### src/rtl/axi_sram_slave_if.sv
// AXI4 slave-side channel bundle for the SRAM slave: AR, AW, W, B and R channels.
interface axi_sram_slave_if #(
  parameter int ID_BITS = 8
);
  logic [ID_BITS-1:0] ARID_S;
  logic [31:0]        ARADDR_S;
  logic [3:0]         ARLEN_S;
  logic [2:0]         ARSIZE_S;
  logic [1:0]         ARBURST_S;
  logic               ARVALID_S;
  logic               ARREADY_S;

  logic [ID_BITS-1:0] AWID_S;
  logic [31:0]        AWADDR_S;
  logic [3:0]         AWLEN_S;
  logic [2:0]         AWSIZE_S;
  logic [1:0]         AWBURST_S;
  logic               AWVALID_S;
  logic               AWREADY_S;

  logic [31:0]        WDATA_S;
  logic [3:0]         WSTRB_S;
  logic               WLAST_S;
  logic               WVALID_S;
  logic               WREADY_S;

  logic [ID_BITS-1:0] BID_S;
  logic [1:0]         BRESP_S;
  logic               BVALID_S;
  logic               BREADY_S;

  logic [ID_BITS-1:0] RID_S;
  logic [31:0]        RDATA_S;
  logic [1:0]         RRESP_S;
  logic               RLAST_S;
  logic               RVALID_S;
  logic               RREADY_S;

  modport master (
    output ARID_S, ARADDR_S, ARLEN_S, ARSIZE_S, ARBURST_S, ARVALID_S,
    input  ARREADY_S,
    output AWID_S, AWADDR_S, AWLEN_S, AWSIZE_S, AWBURST_S, AWVALID_S,
    input  AWREADY_S,
    output WDATA_S, WSTRB_S, WLAST_S, WVALID_S,
    input  WREADY_S,
    input  BID_S, BRESP_S, BVALID_S,
    output BREADY_S,
    input  RID_S, RDATA_S, RRESP_S, RLAST_S, RVALID_S,
    output RREADY_S
  );

  modport slave (
    input  ARID_S, ARADDR_S, ARLEN_S, ARSIZE_S, ARBURST_S, ARVALID_S,
    output ARREADY_S,
    input  AWID_S, AWADDR_S, AWLEN_S, AWSIZE_S, AWBURST_S, AWVALID_S,
    output AWREADY_S,
    input  WDATA_S, WSTRB_S, WLAST_S, WVALID_S,
    output WREADY_S,
    output BID_S, BRESP_S, BVALID_S,
    input  BREADY_S,
    output RID_S, RDATA_S, RRESP_S, RLAST_S, RVALID_S,
    input  RREADY_S
  );
endinterface

### src/rtl/axi_sram_slave.sv
// AXI4 slave terminating one interconnect port onto a single-port synchronous
// SRAM. One transaction at a time, INCR/FIXED bursts, byte strobes, and
// round-robin arbitration between read and write address channels.
module axi_sram_slave #(
  parameter int ID_BITS   = 8,
  parameter int ADDR_BITS = 14
) (
  input  logic                 ACLK,
  input  logic                 ARESET,
  axi_sram_slave_if.slave      s_axi,
  output logic                 sram_cs,
  output logic [3:0]           sram_we,
  output logic [ADDR_BITS-1:0] sram_addr,
  output logic [31:0]          sram_wdata,
  input  logic [31:0]          sram_rdata
);

  typedef enum logic [2:0] {
    IDLE,
    RD_REQ,
    RD_DATA,
    WR_DATA,
    WR_RESP
  } state_t;

  state_t               r_state;
  logic                 r_lastWasWrite;
  logic                 r_fixed;
  logic                 r_err;
  logic [ID_BITS-1:0]   r_id;
  logic [ADDR_BITS-1:0] r_addr;
  logic [3:0]           r_len;
  logic [4:0]           r_beat;

  logic                 w_idle;
  logic                 w_grantRd;
  logic                 w_grantWr;
  logic                 w_rValid;
  logic                 w_wReady;
  logic                 w_bValid;
  logic                 w_wHs;
  logic                 w_inRange;
  logic                 w_lastBeat;
  logic                 w_sramWr;
  logic [ADDR_BITS-1:0] w_nextAddr;
  logic                 w_unused;

  // Arbitration and handshake decode; everything is forced quiet while reset is asserted
  always_comb begin
    w_idle     = (r_state == IDLE) && !ARESET;
    w_grantRd  = w_idle && s_axi.ARVALID_S && (!s_axi.AWVALID_S || r_lastWasWrite);
    w_grantWr  = w_idle && s_axi.AWVALID_S && (!s_axi.ARVALID_S || !r_lastWasWrite);
    w_rValid   = (r_state == RD_DATA) && !ARESET;
    w_wReady   = (r_state == WR_DATA) && !ARESET;
    w_bValid   = (r_state == WR_RESP) && !ARESET;
    w_wHs      = w_wReady && s_axi.WVALID_S;
    w_inRange  = r_beat <= {1'b0, r_len};
    w_lastBeat = r_beat == {1'b0, r_len};
    w_sramWr   = w_wHs && w_inRange;
    w_nextAddr = r_fixed ? r_addr : r_addr + {{(ADDR_BITS-1){1'b0}}, 1'b1};
  end

  // Bus-facing outputs and SRAM port, derived from the registered state
  always_comb begin
    s_axi.ARREADY_S = w_grantRd;
    s_axi.AWREADY_S = w_grantWr;
    s_axi.WREADY_S  = w_wReady;
    s_axi.BVALID_S  = w_bValid;
    s_axi.BID_S     = ARESET ? '0 : r_id;
    s_axi.BRESP_S   = (w_bValid && r_err) ? 2'b10 : 2'b00;
    s_axi.RVALID_S  = w_rValid;
    s_axi.RDATA_S   = w_rValid ? sram_rdata : 32'h0;
    s_axi.RID_S     = ARESET ? '0 : r_id;
    s_axi.RRESP_S   = 2'b00;
    s_axi.RLAST_S   = w_rValid && w_lastBeat;
    sram_cs         = ((r_state == RD_REQ) && !ARESET) || w_sramWr;
    sram_we         = w_sramWr ? s_axi.WSTRB_S : 4'b0000;
    sram_addr       = r_addr;
    sram_wdata      = s_axi.WDATA_S;
  end

  // Size is always treated as word and address bits outside the SRAM window are ignored
  assign w_unused = &{1'b0, s_axi.ARSIZE_S, s_axi.AWSIZE_S,
                      s_axi.ARADDR_S[31:ADDR_BITS+2], s_axi.ARADDR_S[1:0],
                      s_axi.AWADDR_S[31:ADDR_BITS+2], s_axi.AWADDR_S[1:0]};

  // Transaction FSM: latches the granted request, walks the burst and tracks write errors
  always_ff @(posedge ACLK) begin
    if (ARESET) begin
      r_state        <= IDLE;
      r_lastWasWrite <= 1'b1;
      r_fixed        <= 1'b0;
      r_err          <= 1'b0;
      r_id           <= '0;
      r_addr         <= '0;
      r_len          <= '0;
      r_beat         <= '0;
    end else begin
      case (r_state)
        IDLE: begin
          if (w_grantRd) begin
            r_id           <= s_axi.ARID_S;
            r_addr         <= s_axi.ARADDR_S[ADDR_BITS+1:2];
            r_len          <= s_axi.ARLEN_S;
            r_fixed        <= (s_axi.ARBURST_S == 2'b00);
            r_beat         <= '0;
            r_lastWasWrite <= 1'b0;
            r_state        <= RD_REQ;
          end else if (w_grantWr) begin
            r_id           <= s_axi.AWID_S;
            r_addr         <= s_axi.AWADDR_S[ADDR_BITS+1:2];
            r_len          <= s_axi.AWLEN_S;
            r_fixed        <= (s_axi.AWBURST_S == 2'b00);
            r_beat         <= '0;
            r_err          <= 1'b0;
            r_lastWasWrite <= 1'b1;
            r_state        <= WR_DATA;
          end
        end
        RD_REQ: begin
          r_state <= RD_DATA;
        end
        RD_DATA: begin
          if (s_axi.RREADY_S) begin
            if (w_lastBeat) begin
              r_state <= IDLE;
            end else begin
              r_beat  <= r_beat + 5'd1;
              r_addr  <= w_nextAddr;
              r_state <= RD_REQ;
            end
          end
        end
        WR_DATA: begin
          if (s_axi.WVALID_S) begin
            if (w_inRange) begin
              r_addr <= w_nextAddr;
            end
            if (!w_inRange || (s_axi.WLAST_S && !w_lastBeat)) begin
              r_err <= 1'b1;
            end
            if (r_beat != 5'd16) begin
              r_beat <= r_beat + 5'd1;
            end
            if (s_axi.WLAST_S) begin
              r_state <= WR_RESP;
            end
          end
        end
        WR_RESP: begin
          if (s_axi.BREADY_S) begin
            r_state <= IDLE;
          end
        end
        default: begin
          r_state <= IDLE;
        end
      endcase
    end
  end

endmodule

### src/flat_wrapper.sv
// flat-port wrapper written by rule: the top's interface ports become plain ports
module axi_sram_slave_flat 
#(
  parameter int ID_BITS   = 8,
  parameter int ADDR_BITS = 14
)
  (ACLK, ARESET, sram_cs, sram_we, sram_addr, sram_wdata, sram_rdata, s_axi_ARID_S, s_axi_ARADDR_S, s_axi_ARLEN_S, s_axi_ARSIZE_S, s_axi_ARBURST_S, s_axi_ARVALID_S, s_axi_ARREADY_S, s_axi_AWID_S, s_axi_AWADDR_S, s_axi_AWLEN_S, s_axi_AWSIZE_S, s_axi_AWBURST_S, s_axi_AWVALID_S, s_axi_AWREADY_S, s_axi_WDATA_S, s_axi_WSTRB_S, s_axi_WLAST_S, s_axi_WVALID_S, s_axi_WREADY_S, s_axi_BID_S, s_axi_BRESP_S, s_axi_BVALID_S, s_axi_BREADY_S, s_axi_RID_S, s_axi_RDATA_S, s_axi_RRESP_S, s_axi_RLAST_S, s_axi_RVALID_S, s_axi_RREADY_S);
  axi_sram_slave_if #(.ID_BITS(ID_BITS)) s_axi_i ();
  input  logic ACLK;
  input  logic ARESET;
  output logic sram_cs;
  output logic [3:0] sram_we;
  output logic [ADDR_BITS-1:0] sram_addr;
  output logic [31:0] sram_wdata;
  input  logic [31:0] sram_rdata;
  input wire logic [$bits(s_axi_i.ARID_S)-1:0] s_axi_ARID_S;
  input wire logic [$bits(s_axi_i.ARADDR_S)-1:0] s_axi_ARADDR_S;
  input wire logic [$bits(s_axi_i.ARLEN_S)-1:0] s_axi_ARLEN_S;
  input wire logic [$bits(s_axi_i.ARSIZE_S)-1:0] s_axi_ARSIZE_S;
  input wire logic [$bits(s_axi_i.ARBURST_S)-1:0] s_axi_ARBURST_S;
  input wire logic [$bits(s_axi_i.ARVALID_S)-1:0] s_axi_ARVALID_S;
  output wire logic [$bits(s_axi_i.ARREADY_S)-1:0] s_axi_ARREADY_S;
  input wire logic [$bits(s_axi_i.AWID_S)-1:0] s_axi_AWID_S;
  input wire logic [$bits(s_axi_i.AWADDR_S)-1:0] s_axi_AWADDR_S;
  input wire logic [$bits(s_axi_i.AWLEN_S)-1:0] s_axi_AWLEN_S;
  input wire logic [$bits(s_axi_i.AWSIZE_S)-1:0] s_axi_AWSIZE_S;
  input wire logic [$bits(s_axi_i.AWBURST_S)-1:0] s_axi_AWBURST_S;
  input wire logic [$bits(s_axi_i.AWVALID_S)-1:0] s_axi_AWVALID_S;
  output wire logic [$bits(s_axi_i.AWREADY_S)-1:0] s_axi_AWREADY_S;
  input wire logic [$bits(s_axi_i.WDATA_S)-1:0] s_axi_WDATA_S;
  input wire logic [$bits(s_axi_i.WSTRB_S)-1:0] s_axi_WSTRB_S;
  input wire logic [$bits(s_axi_i.WLAST_S)-1:0] s_axi_WLAST_S;
  input wire logic [$bits(s_axi_i.WVALID_S)-1:0] s_axi_WVALID_S;
  output wire logic [$bits(s_axi_i.WREADY_S)-1:0] s_axi_WREADY_S;
  output wire logic [$bits(s_axi_i.BID_S)-1:0] s_axi_BID_S;
  output wire logic [$bits(s_axi_i.BRESP_S)-1:0] s_axi_BRESP_S;
  output wire logic [$bits(s_axi_i.BVALID_S)-1:0] s_axi_BVALID_S;
  input wire logic [$bits(s_axi_i.BREADY_S)-1:0] s_axi_BREADY_S;
  output wire logic [$bits(s_axi_i.RID_S)-1:0] s_axi_RID_S;
  output wire logic [$bits(s_axi_i.RDATA_S)-1:0] s_axi_RDATA_S;
  output wire logic [$bits(s_axi_i.RRESP_S)-1:0] s_axi_RRESP_S;
  output wire logic [$bits(s_axi_i.RLAST_S)-1:0] s_axi_RLAST_S;
  output wire logic [$bits(s_axi_i.RVALID_S)-1:0] s_axi_RVALID_S;
  input wire logic [$bits(s_axi_i.RREADY_S)-1:0] s_axi_RREADY_S;
  assign s_axi_i.ARID_S = s_axi_ARID_S;
  assign s_axi_i.ARADDR_S = s_axi_ARADDR_S;
  assign s_axi_i.ARLEN_S = s_axi_ARLEN_S;
  assign s_axi_i.ARSIZE_S = s_axi_ARSIZE_S;
  assign s_axi_i.ARBURST_S = s_axi_ARBURST_S;
  assign s_axi_i.ARVALID_S = s_axi_ARVALID_S;
  assign s_axi_ARREADY_S = s_axi_i.ARREADY_S;
  assign s_axi_i.AWID_S = s_axi_AWID_S;
  assign s_axi_i.AWADDR_S = s_axi_AWADDR_S;
  assign s_axi_i.AWLEN_S = s_axi_AWLEN_S;
  assign s_axi_i.AWSIZE_S = s_axi_AWSIZE_S;
  assign s_axi_i.AWBURST_S = s_axi_AWBURST_S;
  assign s_axi_i.AWVALID_S = s_axi_AWVALID_S;
  assign s_axi_AWREADY_S = s_axi_i.AWREADY_S;
  assign s_axi_i.WDATA_S = s_axi_WDATA_S;
  assign s_axi_i.WSTRB_S = s_axi_WSTRB_S;
  assign s_axi_i.WLAST_S = s_axi_WLAST_S;
  assign s_axi_i.WVALID_S = s_axi_WVALID_S;
  assign s_axi_WREADY_S = s_axi_i.WREADY_S;
  assign s_axi_BID_S = s_axi_i.BID_S;
  assign s_axi_BRESP_S = s_axi_i.BRESP_S;
  assign s_axi_BVALID_S = s_axi_i.BVALID_S;
  assign s_axi_i.BREADY_S = s_axi_BREADY_S;
  assign s_axi_RID_S = s_axi_i.RID_S;
  assign s_axi_RDATA_S = s_axi_i.RDATA_S;
  assign s_axi_RRESP_S = s_axi_i.RRESP_S;
  assign s_axi_RLAST_S = s_axi_i.RLAST_S;
  assign s_axi_RVALID_S = s_axi_i.RVALID_S;
  assign s_axi_i.RREADY_S = s_axi_RREADY_S;
  axi_sram_slave #(.ID_BITS(ID_BITS), .ADDR_BITS(ADDR_BITS)) u_core (.ACLK(ACLK), .ARESET(ARESET), .s_axi(s_axi_i), .sram_cs(sram_cs), .sram_we(sram_we), .sram_addr(sram_addr), .sram_wdata(sram_wdata), .sram_rdata(sram_rdata));
endmodule
### config.mk
export PLATFORM = sky130hd
export DESIGN_NAME = axi_sram_slave_flat
export DESIGN_NICKNAME = d
export VERILOG_FILES = /design/src/rtl/axi_sram_slave_if.sv /design/src/rtl/axi_sram_slave.sv /design/src/flat_wrapper.sv
export SDC_FILE = /design/constraint.sdc
export NUM_CORES = 1
export LEC_CHECK = 0
export CELL_PAD_IN_SITES_DETAIL_PLACEMENT = 0
export CELL_PAD_IN_SITES_GLOBAL_PLACEMENT = 2
export CORE_MARGIN = 5
export CORE_UTILIZATION = 13
export CTS_CLUSTER_DIAMETER = 200
export DETAILED_ROUTE_END_ITERATION = 16
export PLACE_DENSITY_LB_ADDON = 0.12
export SLEW_MARGIN = 5
export SYNTH_ARGS = -nofsm -noshare
export SYNTH_HDL_FRONTEND = slang
export SYNTH_SLANG_ARGS = --single-unit
### constraint.sdc
create_clock -name ACLK -period 2.55 [get_ports ACLK]
set_clock_uncertainty 0.15 [all_clocks]
set_input_delay 0.765 -clock ACLK [delete_from_list [all_inputs] [get_ports ACLK]]
set_output_delay 0.765 -clock ACLK [all_outputs]
set_load 0.01 [all_outputs]
# Word level (Yosys, flattened, before mapping)
# Cells that the tools add are included.
word_totals:
  reg_bits: 37
  input_bits: 174
  output_inout_bits: 109
op_classes:
  n_addsub: 2
  magnitude_cmp: 1
  eq_ne: 17
  mux: 40
  reduce_logical: 35
ops:
  columns: ["operator", "n"]
  rows:
  - ["14-bit two-way mux", 7]
  - ["14-bit one-hot mux with 3 select lines", 1]
  - ["32-bit two-way mux", 1]
  - ["5-bit two-way mux", 6]
  - ["8-bit two-way mux", 3]
  - ["3-bit two-way mux", 6]
  - ["2-bit inequality test, second input constant", 9]
  - ["3-bit one-hot mux with 5 select lines", 1]
  - ["5-bit one-hot mux with 3 select lines", 1]
  - ["14-bit by 1-bit adder with 14-bit output, second input constant", 1]
  - ["1-bit logical AND", 14]
  - ["4-bit two-way mux", 3]
  - ["6-bit AND reduction", 2]
  - ["5-bit AND reduction", 2]
  - ["1-bit two-way mux", 9]
  - ["3-bit by 2-bit == test with 1-bit output, second input constant", 2]
  - ["1-bit logical NOT", 6]
  - ["5-bit by 1-bit adder with 5-bit output, second input constant", 1]
  - ["5-bit by 4-bit == test with 1-bit output", 1]
  - ["5-bit by 4-bit less-or-equal comparator with 1-bit output", 1]
  - ["5-bit inequality test, second input constant", 1]
  - ["2-bit logical NOT", 2]
  - ["1-bit logical OR", 4]
  - ["2-bit nonzero test", 2]
  - ["other kinds (9)", 9]

# Logic depth before layout (Yosys ltp)
# Gate-level depths: netlist (run 1).
logic_depth:
  ltp_word: 7
  mapped_depth: 9
  depth_no_buf: 7

# Worst setup path before layout (run 1)
# OpenSTA, ideal clock, no wires.
synth_path:
  path_type: "input -> output"
  start: "input port ARESET"
  end: "output port s_axi_BRESP_S[1]"
  arrival_time_ps: 1923
  t_required_ps: 1635
  slack_ps: -288
  stages: 4
  path_buffers: 2
  cell_sequence: "clkbuf_1 -> clkbuf_1 -> nor4b_1 -> and2_1"
synth_via:
  elab_chain_len: 4
synth_rtl:
  columns: ["element", "line", "text"]
  rows:
  - ["start, declared", "flat_wrapper.sv:10", "input logic ARESET;"]
  - ["1-bit logical NOT", "axi_sram_slave.sv:55", "w_bValid = (r_state == WR_RESP) && !ARESET;"]
  - ["1-bit logical AND", "axi_sram_slave.sv:55", null]
  - ["net s_axi_BVALID_S", "flat_wrapper.sv:37", "output wire logic [$bits(s_axi_i.BVALID_S)-1:0] s_axi_BVALID_S;"]
  - ["1-bit logical AND", "axi_sram_slave.sv:70", "s_axi.BRESP_S = (w_bValid && r_err) ? 2'b10 : 2'b00;"]
  - ["2-bit two-way mux", "axi_sram_slave.sv:70", null]
  - ["end, declared", "flat_wrapper.sv:36", "output wire logic [$bits(s_axi_i.BRESP_S)-1:0] s_axi_BRESP_S;"]
# The timed path passes the listed nets, and every way through them passes these cells.

# Worst setup path in the final report (run 1)
layout_path:
  start: "register u_core.r_len[3]"
  end: "output port sram_we[1]"
layout_via:
  elab_chain_len: 3
layout_rtl:
  columns: ["element", "line", "text"]
  rows:
  - ["start, declared", "axi_sram_slave.sv:32", "logic [3:0] r_len;"]
  - ["start signal, assigned", "axi_sram_slave.sv:104", "r_len <= s_axi.ARLEN_S;"]
  - ["start signal, assigned", "axi_sram_slave.sv:112", "r_len <= s_axi.AWLEN_S;"]
  - ["5-bit by 4-bit less-or-equal comparator with 1-bit output", "axi_sram_slave.sv:57", "w_inRange = r_beat <= {1'b0, r_len};"]
  - ["1-bit logical AND", "axi_sram_slave.sv:59", "w_sramWr = w_wHs && w_inRange;"]
  - ["4-bit two-way mux", "axi_sram_slave.sv:77", "sram_we = w_sramWr ? s_axi.WSTRB_S : 4'b0000;"]
  - ["end, declared", "flat_wrapper.sv:12", "output logic [3:0] sram_we;"]
# No other way between the ends.

==> summary.md, run 1 <==
| Metric | Value |
|---|---|
| RSZ-0062 raised after global routing | true |
| Most frequent cells in the layout | clkdlybuf4s50_1, buf_4, nand2_1, buf_6, dfxtp_1 |
| Seq cells post-synth | 37 |
| Yosys warning total | 0 |
| Total number of vias | 3575 |
| Mean cell area of the mapped netlist | 7.52 um2 |
| Clock Root Buffer | clkbuf_16 |
| Clk_lat worst skew | between 200 and 300 ps |
| Final min period | 2760 ps |
| Vias per cell | 3.95 |
| Rows | 55 |
| Drt total wl | between 10 and 15 mm |
| Hold Path Class | reg -> reg |
| Synthesized area | 3030 um2 |
| Inst Count DP | 889 |
| Die ar. | 26500 um2 |
| Cts hold-fix bufs | 0 |
| DIE WIDTH | around 160 um |
| Worst-case clock buffer depth | 2 |
| Effective utilization at floorplan | 13.3% |
| Post-route ant nets | 0 |
| Netlist cell types | 64 |
| PD cells | ~870 nW/um2 |
| Ys flop type | dfxtp_1 |
| Worst Min Path Start | u_core.sram_addr[12] |
| Async SR Flop Fraction | 0% |
| Port Buffer Count | 173 |
| Detailed Route Iter0 Violations | 119 |
| Overall Global Routing Usage | between 10% and 20% |
| Endpoint class of the critical path | output pin |
| Tcrit/Tclk final | 108% |
| Failing checks | negative setup slack |
| CP Launch Point | u_core.r_len[3] |
| Syn Inst Count | 403 |
| Final worst slack | -213 ps |
| Area of the core | between 20000 and 25000 um2 |
| Inserted Clock Buffers | 5 |
| DRC viols | 0 |
| Pleak | 2.36 nW |
| Fin cells | 905 |
| Routability Congestion | roughly 0.76 |
| Slew Limit Fails | 0 |
| WP data arrival | ~1900 ps |
| First-pass iteration count of the detailed router | 4 |
| Total Nets Final | roughly 770 |
| Worst vdd ir | 0.243 mV |
| Worst-path fanout max | 5 |
| Status | complete, but fails checks |
| ANT cells | 0 |
| Sink Count | 37 |
| Most common cell after layout, fill and taps aside | clkdlybuf4s50_1 |
| Fin util | 25.5% |
| CP required | 1640 ps |
| Clk slew on worst S/H paths | 70 ps |
| Global route overflow | 0 |
| CTS tree | yes |
| IO Pins | 283 |
| Area post-placement | 5320 um2 |
| Design area | about 5800 um2 |
| Share of cells above drive strength 1 | 33.6% |
| Number of synthesized flops with an enable pin | 0 |
| Fmax | 0.362 GHz |
| DPL Wire Length | 11.3 mm |
| Sequential area share after synthesis | between 20% and 30% |
| Endpoints failing setup | 5 |
| Max-Cap Viols | 0 |
| Worst R2R Start | u_core.r_len[1] |
| H-tree levels | 2 |
| Drt wl/cell | 16.2 um |
| Crit Path Class | reg -> out |
| Largest net degree at the start of global routing | 25 |
| Setup crit start kind | flop |
| Number of global-route vias before repair | between 3000 and 4000 |
| Layout area overhead | 91.8% |
| Final hold viol count | 0 |
| Initial antenna violation count | 0 |
| Die Ht | 163 um |
| Sum Neg Setup Slack | -995 ps |
| First-pass GRT wire length | 22.1 mm |
-- per-layer routing --
metal | routed length [um] | global-route usage [%] | up-vias
met4 | 133 | 1.68 | 0
met3 | 969 | 2.86 | 15
met1 | 6330 | 13.3 | 1668
li1 | - | - | 1770
met5 | 0 | 0 | -
met2 | 7180 | 18.2 | 122
-- Yosys cell counts, types with 3 or more instances --
library cell  count  area, um2
a21oi_1           9       45.0
nand4_1           3       18.8
nor2_1           28        105
o31a_1            3       26.3
a21o_1            3       22.5
and3_1            6       37.5
dfxtp_1          37        741
mux2i_1           8       80.1
nand2b_1          4       25.0
ha_1              7       87.6
nand2_1          41        154
o21ai_0           7       35.0
xor2_1            3       26.3
a31o_2            3       26.3
o21ai_1           6       30.0
and2_1           37        231
a211oi_1          4       30.0
nand3_1           8       40.0
a31oi_1          19        119
o32a_1            3       30.0
nor2b_1          11       68.8
a311oi_1          5       43.8
o311ai_1          4       35.0
nor3_1           14       70.1
buf_2             3       15.0
clkbuf_1         22       82.6
inv_1            13       48.8
buf_4            45        338
o311ai_0          3       26.3
-- sequential cells by signal, indices dropped and copies added (netlist names) --
signal / count
u_core.sram_addr: 14
u_core.r_err: 1
u_core.r_beat: 5
u_core.r_state: 3
u_core.r_fixed: 1
u_core.r_lastWasWrite: 1
u_core.r_id: 8
u_core.r_len: 4
-- critical path, cell delays in order, from the launching register on --
cell and delay (ps):
dfxtp_2 330, inv_2 40, ha_4 140, or2_4 240, a211o_1 330, a21oi_4 210
and2_1 150, buf_2 130
-- worst paths after layout --
check	to	slack, ps	cells after the start
max	sram_we[1]	-210	7
max reg2reg	u_core.sram_addr[12]	100	11
min	u_core.sram_addr[12]	370	2
min reg2reg	u_core.sram_addr[12]	370	2
-- what timing repair did --
action / CTS / global route
resized for setup: 242 / 65
buffers inserted: 6 / 2
gates cloned: 2 / 2
pin swaps: 15 / 33
setup endpoints to repair: 75 / 53
-- through the flow --
stage               total power, mW  hold WS, ps  worst slack, ps
floorplan                      2.51          316             2.42
global placement               4.09          350             -649
detailed placement             4.08          354             -685
CTS                            4.94          369             -239
global route                   5.46          388             -301
finish                         5.05          369             -213
-- logic make-up (layout without fill, tap and decap cells) --
kind of cell,count (synthesis),in the layout,synth area share [%]
and+or+nand+nor,166,166,28.4
AOI/OAI and AO/OA,94,94,23.5
buffers and inverters,84,271,16.1
DFF,37,37,24.4
muxes,10,10,3.39
adders and majority gates,7,7,2.89
xor gates and xnor gates,4,4,1.16
other,1,3,0.124
-- final cells by class --
cell class,count,area (um2)
inverters,14,57.6
well taps,313,392
clock inverters,1,5.00
repair buffers,249,2370
clock buffers,7,153
multi-input cells,284,2090
flip-flops and latches,37,748
fillers,2469,17000
-- report_power, final --
part / switching, mW / internal (mW)
Sequential: 0.196 / 0.789
Combinational: 1.60 / 1.79
Clock: 0.261 / 0.415
Power figures use the tool's default switching activity.
==> inputs of run 2 (changes only) <==
--- a/config.mk
+++ b/config.mk
@@ -5,7 +5,7 @@
 export SDC_FILE = /design/constraint.sdc
 export NUM_CORES = 1
 export LEC_CHECK = 0
-export CELL_PAD_IN_SITES_DETAIL_PLACEMENT = 0
+export CELL_PAD_IN_SITES_DETAIL_PLACEMENT = 1
 export CELL_PAD_IN_SITES_GLOBAL_PLACEMENT = 2
 export CORE_MARGIN = 5
 export CORE_UTILIZATION = 13
==> run 2 against run 1 <==
Against the previous run:
- the flow still finishes with violations (negative setup slack)
- final area rose by 1.7%
- cell count rose by 1.5%
- critical path depth is 1 higher
- worst setup slack worse by 100 ps
- non-clock buffer count rose by 14
- critical path type unchanged
- largest power group unchanged
==> summary.md, run 2 (synthesized netlist as in run 1, its figures left out) <==
| Metric | Value |
|---|---|
| Most frequent cells in the layout | clkdlybuf4s50_1, buf_4, buf_6, nand2_1, dfxtp_1 |
| Reg2reg end | u_core.sram_addr[9] |
| CTS tree | yes |
| Depth of the worst hold-timing path | 1 (-1) |
| Slew Limit Fails | 0 (unchanged) |
| Max incr delay on CP | 340 ps (about the same) |
| CP top delay family | compound AO/OA/AOI/OAI gates |
| Worst-path fanout max | 4 (-1) |
| RSZ-0062 raised after global routing | true |
| Clk slew on worst S/H paths | 60 ps (about the same) |
| Share of cells above drive strength 1 | 34.8% (+1.2 points) |
| Total Nets Final | 786 (+1.8%) |
| Fillers | 2659 (+7.7%) |
| Effective utilization at floorplan | 13.3% (unchanged) |
| First-pass iteration count of the detailed router | 4 (unchanged) |
| Worst-case clock buffer depth | 2 (unchanged) |
| Port Buffer Count | 173 (unchanged) |
| Clock Root Buffer | clkbuf_16 |
| Crit Path Class | reg -> out |
| Total number of vias | 3630 (+1.5%) |
| R2r worst-path depth | 11 (unchanged) |
| PD cells | 865 nW/um2 (-0.52%) |
| IO Pins | 283 (unchanged) |
| Inst Count DP | 889 (unchanged) |
| Die ar. | 26500 um2 (unchanged) |
| Met3 usage | 3.21% (+0.35 points) |
| CP Launch Point | u_core.r_len[1] |
| Largest register FFs | 14 (unchanged) |
| Failing checks | negative setup slack |
| Die Ht | 163 um (unchanged) |
| Pleak | 2.42 nW (+2.7%) |
| H-tree levels | 2 (unchanged) |
| Initial antenna violation count | 0 (unchanged) |
| Setup crit start kind | flop |
| Layout area overhead | 95.1% |
| GR Layer Usage met2 | 19.1% (+0.87 points) |
| Worst Min Path Start | u_core.r_lastWasWrite |
| Most common cell after layout, fill and taps aside | clkdlybuf4s50_1 |
| Crit path cell chain | inv_2, ha_4, and4b_1, a211o_1, a21oi_4, buf_6, and2_1, buf_2 |
| Number of global-route vias before repair | 3918 (+4.5%) |
| Fin util | 26.0% (+0.44 points) |
| Rows | 55 (unchanged) |
| Final min period | 2860 ps (+100 ps) |
| Overall Global Routing Usage | 10.9% (+0.36 points) |
| First-pass GRT wire length | 23.0 mm (+3.7%) |
| Grt peak-use layer | met2 |
| Vias per cell | 3.95 (about the same) |
| Max-Cap Viols | 0 (unchanged) |
| Flop2flop setup slack | 80 ps (-20 ps) |
| Fin cells | 919 (+1.5%) |
| Hold Crit Endpoint | u_core.r_lastWasWrite |
| Final worst slack | -313 ps (-100 ps) |
| Global route overflow | 0 (unchanged) |
| Worst R2R Start | u_core.r_len[1] |
| Buf/Inv on CP | 3 (+1) |
| WP data arrival | 1950 ps (+100 ps) |
| Clk_lat worst skew | 290 ps (about the same) |
| Detailed Route Iter0 Violations | 73 (-39%) |
| DRC viols | 0 (unchanged) |
| Post-route ant nets | 0 (unchanged) |
| Inserted Clock Buffers | 5 (unchanged) |
| CP max stage cell | dfxtp_2 |
| Fmax | 0.349 GHz (-3.5%) |
| Drt total wl | 15.4 mm (+5.1%) |
| Tcrit/Tclk final | 112% (+3.9 points) |
| GR Layer Usage met1 | 13.6% (+0.30 points) |
| Largest net degree at the start of global routing | 25 (unchanged) |
| Power after layout | 5.11 mW (+1.2%) |
| Routability Congestion | 0.760 (unchanged) |
| Sink Count | 37 (unchanged) |
| Area of the core | 22800 um2 (unchanged) |
| Endpoints failing setup | 7 (+2) |
| DIE WIDTH | 163 um (unchanged) |
| DPL Wire Length | 11.9 mm (+5.1%) |
| Final hold viol count | 0 (unchanged) |
| Status | complete, but fails checks |
| Pre-CTS setup slack | -701 ps (-15.9 ps) |
| CP required | 1640 ps (about the same) |
| ANT cells | 0 (unchanged) |
| Endpoint class of the critical path | output pin |
| Drt wl/cell | 16.7 um (+3.5%) |
| Worst vdd ir | 0.260 mV (+6.9%) |
| Hold Path Class | reg -> reg |
-- run 2: routing by layer --
layer  up-vias  part of all wire (%)
li1       1798                     -
met1      1715                    44
met5         -                     0
met4         0                  0.45
met2       109                    50
met3         8                   6.1
-- run 2: final cells by class --
class | instances | area (um2) | area share [%]
inverter | 14 | 57.6 | 0.974
sequential | 37 | 749 | 12.7
tap | 313 | 392 | 6.62
clock inverter | 2 | 10.0 | 0.169
clock buffer | 6 | 129 | 2.18
multi-input combinational | 284 | 2050 | 34.8
timing repair buffer | 263 | 2520 | 42.6
-- run 2: what timing repair did --
action	4_1_cts	5_1_grt
gates cloned	2	3
gates resized for setup	242	82
endpoints found under the setup margin	76	46
endpoints found under the hold margin	0	0
buffers inserted	6	13
pin swaps	10	31
hold buffers	0	0
-- run 2: stage by stage --
stage          TNS, ps  hold WS, ps  instance area (um2)
2_1_floorplan        0          316                 3070
3_3_place_gp    -34500          350                 5320
3_5_place_dp    -36040          362                 5320
4_1_cts          -2270          375                 5550
5_1_grt          -2630          407                 5910
6_report         -1520          366                 5910
-- run 2: how the worst max path moves through the flow --
stage	slack, ps	endpoint	depth (start not counted)
global route	-370	sram_we[1]	8
finish	-310	sram_we[1]	8
CTS	-320	sram_we[0]	8
detailed placement	-700	sram_we[0]	5
floorplan	2	s_axi_RDATA_S[22]	3
global placement	-650	sram_cs	5
-- run 2: power breakdown --
group | internal (mW) | total (mW) | switching (mW)
combinational | 1.88 | 3.51 | 1.63
clock | 0.360 | 0.610 | 0.251
sequential | 0.791 | 0.990 | 0.198
total | 3.03 | 5.11 | 2.08
